`src/rtl/fetch_pkg.sv`:
```
// Shared types for the instruction-fetch stage.
// Queue entry layout and redirect priority encoding.
package fetch_pkg;

    localparam int FETCH_ADDR_W  = 16;
    localparam int FETCH_INSTR_W = 16;

    typedef struct packed {
        logic [FETCH_INSTR_W-1:0] instr;
        logic [FETCH_ADDR_W-1:0]  pc_inc;
    } fetch_entry_t;

    typedef enum logic [1:0] {
        REDIR_NONE   = 2'd0,
        REDIR_CALL   = 2'd1,
        REDIR_BRANCH = 2'd2,
        REDIR_RET    = 2'd3
    } redir_e;

    // Call beats branch beats ret.
    function automatic redir_e redir_sel(
        input logic c,
        input logic b,
        input logic r
    );
        redir_e s;
        s = REDIR_NONE;
        if (c)      s = REDIR_CALL;
        else if (b) s = REDIR_BRANCH;
        else if (r) s = REDIR_RET;
        return s;
    endfunction

endpackage

```
`src/rtl/if_fetch_queue_fifo.sv`:
```
// Prefetch FIFO with flush and occupancy count.
// Pointers wrap modulo DEPTH, so DEPTH need not be a power of two.
module sync_fifo #(
    parameter  int W     = 32,
    parameter  int DEPTH = 4,
    localparam int CNT_W = $clog2(DEPTH+1),
    localparam int PTR_W = (DEPTH > 1) ? $clog2(DEPTH) : 1
) (
    input  logic             clk_i,
    input  logic             rst_i,
    input  logic             flush_i,
    input  logic             wr_en_i,
    input  logic [W-1:0]     wr_data_i,
    input  logic             rd_en_i,
    output logic [W-1:0]     rd_data_o,
    output logic [CNT_W-1:0] count_o
);

    logic [W-1:0]     mem_q [DEPTH];
    logic [PTR_W-1:0] wr_ptr_q, wr_ptr_d;
    logic [PTR_W-1:0] rd_ptr_q, rd_ptr_d;
    logic [CNT_W-1:0] count_q, count_d;
    logic             do_wr, do_rd;

    function automatic logic [PTR_W-1:0] ptr_inc(input logic [PTR_W-1:0] p);
        return (p == PTR_W'(DEPTH-1)) ? '0 : p + PTR_W'(1);
    endfunction

    assign do_wr = wr_en_i && !flush_i;
    assign do_rd = rd_en_i && !flush_i;

    // Next pointers and count; a flush empties the queue.
    always_comb begin
        wr_ptr_d = wr_ptr_q;
        rd_ptr_d = rd_ptr_q;
        count_d  = count_q;
        if (flush_i) begin
            wr_ptr_d = '0;
            rd_ptr_d = '0;
            count_d  = '0;
        end else begin
            if (do_wr) wr_ptr_d = ptr_inc(wr_ptr_q);
            if (do_rd) rd_ptr_d = ptr_inc(rd_ptr_q);
            if (do_wr && !do_rd) count_d = count_q + CNT_W'(1);
            if (do_rd && !do_wr) count_d = count_q - CNT_W'(1);
        end
    end

    // Pointer and count registers.
    always_ff @(posedge clk_i or posedge rst_i) begin
        if (rst_i) begin
            wr_ptr_q <= '0;
            rd_ptr_q <= '0;
            count_q  <= '0;
        end else begin
            wr_ptr_q <= wr_ptr_d;
            rd_ptr_q <= rd_ptr_d;
            count_q  <= count_d;
        end
    end

    // Entry storage needs no reset; count gates visibility.
    always_ff @(posedge clk_i) begin
        if (do_wr) mem_q[wr_ptr_q] <= wr_data_i;
    end

    assign rd_data_o = mem_q[rd_ptr_q];
    assign count_o   = count_q;

    a_no_overflow: assert property (
        @(posedge clk_i) disable iff (rst_i)
        !(do_wr && count_q == CNT_W'(DEPTH))
    );

endmodule

```
`src/rtl/if_fetch_queue.sv`:
```
// Instruction-fetch stage: PC, imem issue with credit, prefetch queue.
// Redirects flush the queue and drop the in-flight response.
module if_fetch_queue
    import fetch_pkg::*;
#(
    parameter  int               ADDR_W   = 16,
    parameter  int               INSTR_W  = 16,
    parameter  int               DEPTH    = 4,
    parameter  logic [ADDR_W-1:0] RESET_PC = '0,
    localparam int               CNT_W    = $clog2(DEPTH+1)
) (
    input  logic               clk,
    input  logic               rst,
    input  logic               stall,
    input  logic               call,
    input  logic [ADDR_W-1:0]  call_pc,
    input  logic               branch,
    input  logic [ADDR_W-1:0]  branch_pc,
    input  logic               ret,
    input  logic [ADDR_W-1:0]  ret_pc,
    output logic [ADDR_W-1:0]  imem_addr,
    output logic               imem_rd_en,
    input  logic [INSTR_W-1:0] imem_rdata,
    output logic               out_valid,
    input  logic               out_ready,
    output logic [INSTR_W-1:0] out_instr,
    output logic [ADDR_W-1:0]  out_pc_inc,
    output logic [CNT_W-1:0]   occupancy
);

    logic [ADDR_W-1:0] fetch_pc_q, fetch_pc_d;
    logic [ADDR_W-1:0] pend_pc_q, pend_pc_d;
    logic              pend_valid_q, pend_valid_d;
    logic [ADDR_W-1:0] target;
    logic [ADDR_W-1:0] pend_pc_inc;
    logic [CNT_W-1:0]  count;
    logic [CNT_W:0]    inflight;
    logic              redirect;
    redir_e            redir;

    assign redirect = call | branch | ret;
    assign redir    = redir_sel(call, branch, ret);

    // Redirect target selection by priority.
    always_comb begin
        target = fetch_pc_q;
        unique case (redir)
            REDIR_CALL:   target = call_pc;
            REDIR_BRANCH: target = branch_pc;
            REDIR_RET:    target = ret_pc;
            default:      target = fetch_pc_q;
        endcase
    end

    // Credit: queued plus in-flight must leave room for one more.
    assign inflight   = (CNT_W+1)'(count) + (CNT_W+1)'(pend_valid_q);
    assign imem_rd_en = !rst && !stall && !redirect &&
                        (inflight < (CNT_W+1)'(DEPTH));
    assign imem_addr  = fetch_pc_q;

    // Fetch PC and pending-response tracking.
    always_comb begin
        fetch_pc_d   = fetch_pc_q;
        pend_pc_d    = pend_pc_q;
        pend_valid_d = 1'b0;
        if (redirect) begin
            fetch_pc_d = target;
        end else if (imem_rd_en) begin
            fetch_pc_d   = fetch_pc_q + ADDR_W'(1);
            pend_pc_d    = fetch_pc_q;
            pend_valid_d = 1'b1;
        end
    end

    // Fetch state registers.
    always_ff @(posedge clk or posedge rst) begin
        if (rst) begin
            fetch_pc_q   <= RESET_PC;
            pend_pc_q    <= '0;
            pend_valid_q <= 1'b0;
        end else begin
            fetch_pc_q   <= fetch_pc_d;
            pend_pc_q    <= pend_pc_d;
            pend_valid_q <= pend_valid_d;
        end
    end

    assign pend_pc_inc = pend_pc_q + ADDR_W'(1);
    assign out_valid   = (count != '0) && !redirect;
    assign occupancy   = count;

    sync_fifo #(
        .W     (INSTR_W + ADDR_W),
        .DEPTH (DEPTH)
    ) u_fifo (
        .clk_i     (clk),
        .rst_i     (rst),
        .flush_i   (redirect),
        .wr_en_i   (pend_valid_q && !redirect),
        .wr_data_i ({imem_rdata, pend_pc_inc}),
        .rd_en_i   (out_valid && out_ready),
        .rd_data_o ({out_instr, out_pc_inc}),
        .count_o   (count)
    );

endmodule

```
`config.mk`:
```
export PLATFORM = sky130hd
export DESIGN_NAME = if_fetch_queue
export DESIGN_NICKNAME = d
export VERILOG_FILES = /design/src/rtl/fetch_pkg.sv /design/src/rtl/if_fetch_queue_fifo.sv /design/src/rtl/if_fetch_queue.sv
export SDC_FILE = /design/constraint.sdc
export NUM_CORES = 1
export LEC_CHECK = 0
export ABC_CLOCK_PERIOD_IN_PS = 3000
export CAP_MARGIN = 20
export CORE_ASPECT_RATIO = 1.2
export CORE_MARGIN = 2
export CORE_UTILIZATION = 24
export DETAILED_ROUTE_END_ITERATION = 7
export PLACE_DENSITY = 0.45
export SLEW_MARGIN = 20
export SYNTH_ARGS = -nofsm -noshare
export SYNTH_HDL_FRONTEND = slang
export SYNTH_SLANG_ARGS = --single-unit
```
`constraint.sdc`:
```
create_clock -name clk -period 3 [get_ports clk]
set_input_delay 0.75 -clock clk [delete_from_list [all_inputs] [get_ports clk]]
set_output_delay 0.75 -clock clk [all_outputs]
set_load 0.005 [all_outputs]
```
==> results.yml <==
place:
  gp_congestion: 0.785
  port_buffers: 123
  postPlaceCellArea_um2: 9080
  place_worst_setup_slack_ns: -0.0596
  hpwl_um: 11300
route:
  avgRoutedWirePerCell_um: 16.2
  ant_nets: 0
  via_count: 4472
  firstDrtPassIters: 4
  drc_errors: 0
  vias_per_cell: 4.38
  drt_iter0_drc: 222
  wl_um: 16600
final_layout:
  drive_gt1_share_pct: 16.5
  final_nets: 700
  final_cell_area_um2: 9680
  utilization_pct: 32.8
  diodes: 0
  area_growth_syn_to_layout_pct: 35.2
pwr:
  peakVddDrop_v: 0.000355
  power_mw: 5.61
  power.density_nw_per_um2: 580
  leakagePower_nw: 3.38
sta:
  fin_crit_ns: 2.93
  hold_viol_final: 0
  timing.fmax_mhz: 341
  fin_ws_ns: 0.0713
  drv_slew: 0
  setup_viol: 0
  min_period_over_period_pct: 97.6
  worst_pin_slew_ns: 0.527
  slew_headroom_pct: 64.8
  fin_worst_skew_ns: 0.00686
  rsz0062_at_grt: "false"
synth:
  async_flop_share_pct: 23.8
  syn_nets: 552
  ys_warn_count: 0
  synth.distinct_cells: 43
  synthCells: 471
  ys_seq_area_share_pct: 67.7
  synth-edff-count: 128
  synth_top_area_share_pct: 53.7
  ys.flop_type: "edfxtp_1"
  synth_area_leaders: "edfxtp_1, dfrtp_1, mux4_2, nand2_1, ha_1"
  synth_largest_area_cell: "edfxtp_1"
  synth-seq-cells: 168
  synthesis.area_um2: 7160
  yosysMostFrequentCell: "edfxtp_1"
  syn_avg_cell_area_um2: 15.2
  synth_common_cells: "edfxtp_1, nand2_1, dfrtp_1"
global_route:
  grt_pass1_vias: 4824
  gr-total-overflow: 0
  antenna_found_initial: 0
  grt_util_all_layers_pct: 11.1
  grt_pass1_wl_um: 26600
  grt_max_degree: 41
clocking:
  path_clk_slew_ns: 0.06
  h-tree-depth: 4
  cts_root_buf: "clkbuf_16"
  cts_buffer_depth: 2
  cts_buffers: 17
  hold_buffers: 0
  clk_latency_ns: 0.42
  clock-sinks: 168
  tritoncts: "built"
worst_setup_path:
  critical_path_required_ns: 2.25
  worst-path-max-fanout: 2
  cp-end-kind: "output port"
  crit_type: "primary input to output port"
  cp-start-kind: "primary input"
  critPathArrivalTime_ns: 2.18
run:
  maxCapViolCount: 0
run_status:
  status: "complete, no violations"
floorplan:
  die_h_um: 193
  die_area_um2: 31200
  start_util_pct: 24.2
  row_count: 69
  core_um2: 29500
  ios: 124
  die_w_um: 162
min_path:
  hp-class: "flip-flop to flip-flop"
-- critical path: stages --
cell and delay [ns]:
clkdlybuf4s50_1 0.42, nor3_2 0.27, nand3_4 0.15, inv_1 0.09
clkdlybuf4s50_1 0.50
-- repair_timing --
item	CTS	global route
endpoints found under the setup margin	2	2
resized for setup	4	1
buffers inserted	0	0
-- area by class of cell --
cell class,count,area (µm²)
Timing Repair Buffer,152,1520
Multi-Input combinational cell,266,2180
Clock inverter,14,164
Tap cell,390,488
Inverter,14,52.6
Fill cell,2930,19800
Sequential cell,168,4850
Clock buffer,18,429
-- metrics by stage --
step | std cells | hold slack, ns | setup TNS, ns
finish | 1022 | 0.510 | 0
global route | 1022 | 0.546 | 0
CTS | 1022 | 0.522 | 0
detailed placement | 990 | 0.507 | -0.0950
global placement | 990 | 0.501 | -0.0299
floorplan | 471 | 0.470 | 0
-- per-layer routing --
| metal | up-vias | share of wire, % | global-route usage (%) |
|---|---|---|---|
| li1 | 2119 | - | - |
| met1 | 2202 | 44 | 14.1 |
| met2 | 137 | 48 | 17.9 |
| met3 | 14 | 5.9 | 3.47 |
| met4 | 0 | 1.6 | 3.54 |
| met5 | - | 0 | 0 |
-- path summary, 6_finish.rpt --
kind | end | slack (ns) | cells past startpoint | from
worst max-delay path | imem_rd_en | 0.07 | 5 | stall
worst min-delay path | pend_pc_q[15] | 0.51 | 2 | pend_pc_q[15]
worst max register to register | u_fifo.count_o[2] | 0.97 | 7 | u_fifo.count_o[0]
worst min register to register | pend_pc_q[15] | 0.51 | 2 | pend_pc_q[15]
max in group asynchronous | u_fifo.rd_ptr_q[1] | 1.78 | 3 | rst
min in group asynchronous | u_fifo.count_o[2] | 0.83 | 3 | rst
-- layout by cell type, fill, tap and decap left out, types with 3 or more instances in the layout --
| cell | count |
|---|---|
| a211oi_1 | 12 |
| a21oi_1 | 11 |
| a22o_1 | 11 |
| a22oi_1 | 5 |
| a311oi_1 | 5 |
| and3_1 | 4 |
| and3_2 | 4 |
| buf_12 | 6 |
| buf_4 | 23 |
| clkbuf_16 | 17 |
| clkdlybuf4s50_1 | 120 |
| clkinv_4 | 4 |
| dfrtp_1 | 38 |
| edfxtp_1 | 128 |
| ha_1 | 9 |
| inv_1 | 13 |
| inv_6 | 3 |
| mux2i_1 | 4 |
| mux4_2 | 32 |
| nand2_1 | 54 |
| nand2b_1 | 3 |
| nand3_1 | 15 |
| nand4_1 | 7 |
| nor2_1 | 25 |
| nor3_1 | 11 |
| o211ai_1 | 3 |
| o21ai_0 | 14 |
| o32a_1 | 3 |
| xnor2_1 | 10 |
| xor2_1 | 7 |
-- cells by family (layout without fill, tap and decap cells) --
kind of cell	after synthesis	count (layout)	share of synthesized area [%]
buf+inv	37	198	2.15
simple gates	133	133	8.79
compound gates	70	70	6.83
xor+xnor	17	17	2.08
mux	36	36	10.6
flops	168	168	67.7
fa+ha+maj	10	10	1.85
-- power by group --
group	internal, mW	leakage, nW	switching, mW
clock network	1.25	0.285	0.918
registers	2.68	1.65	0.151
logic	0.318	1.44	0.294
total	4.25	3.38	1.36
-- state kept, by name, indices dropped and copies added, names as in the netlist --
signal           count
pend_pc_q           16
imem_addr           16
u_fifo.wr_ptr_q      2
u_fifo.rd_ptr_q      2
u_fifo.count_o       3
u_fifo.mem_q       128
pend_valid_q         1
No activity file was read; power rests on OpenSTA's default activity.
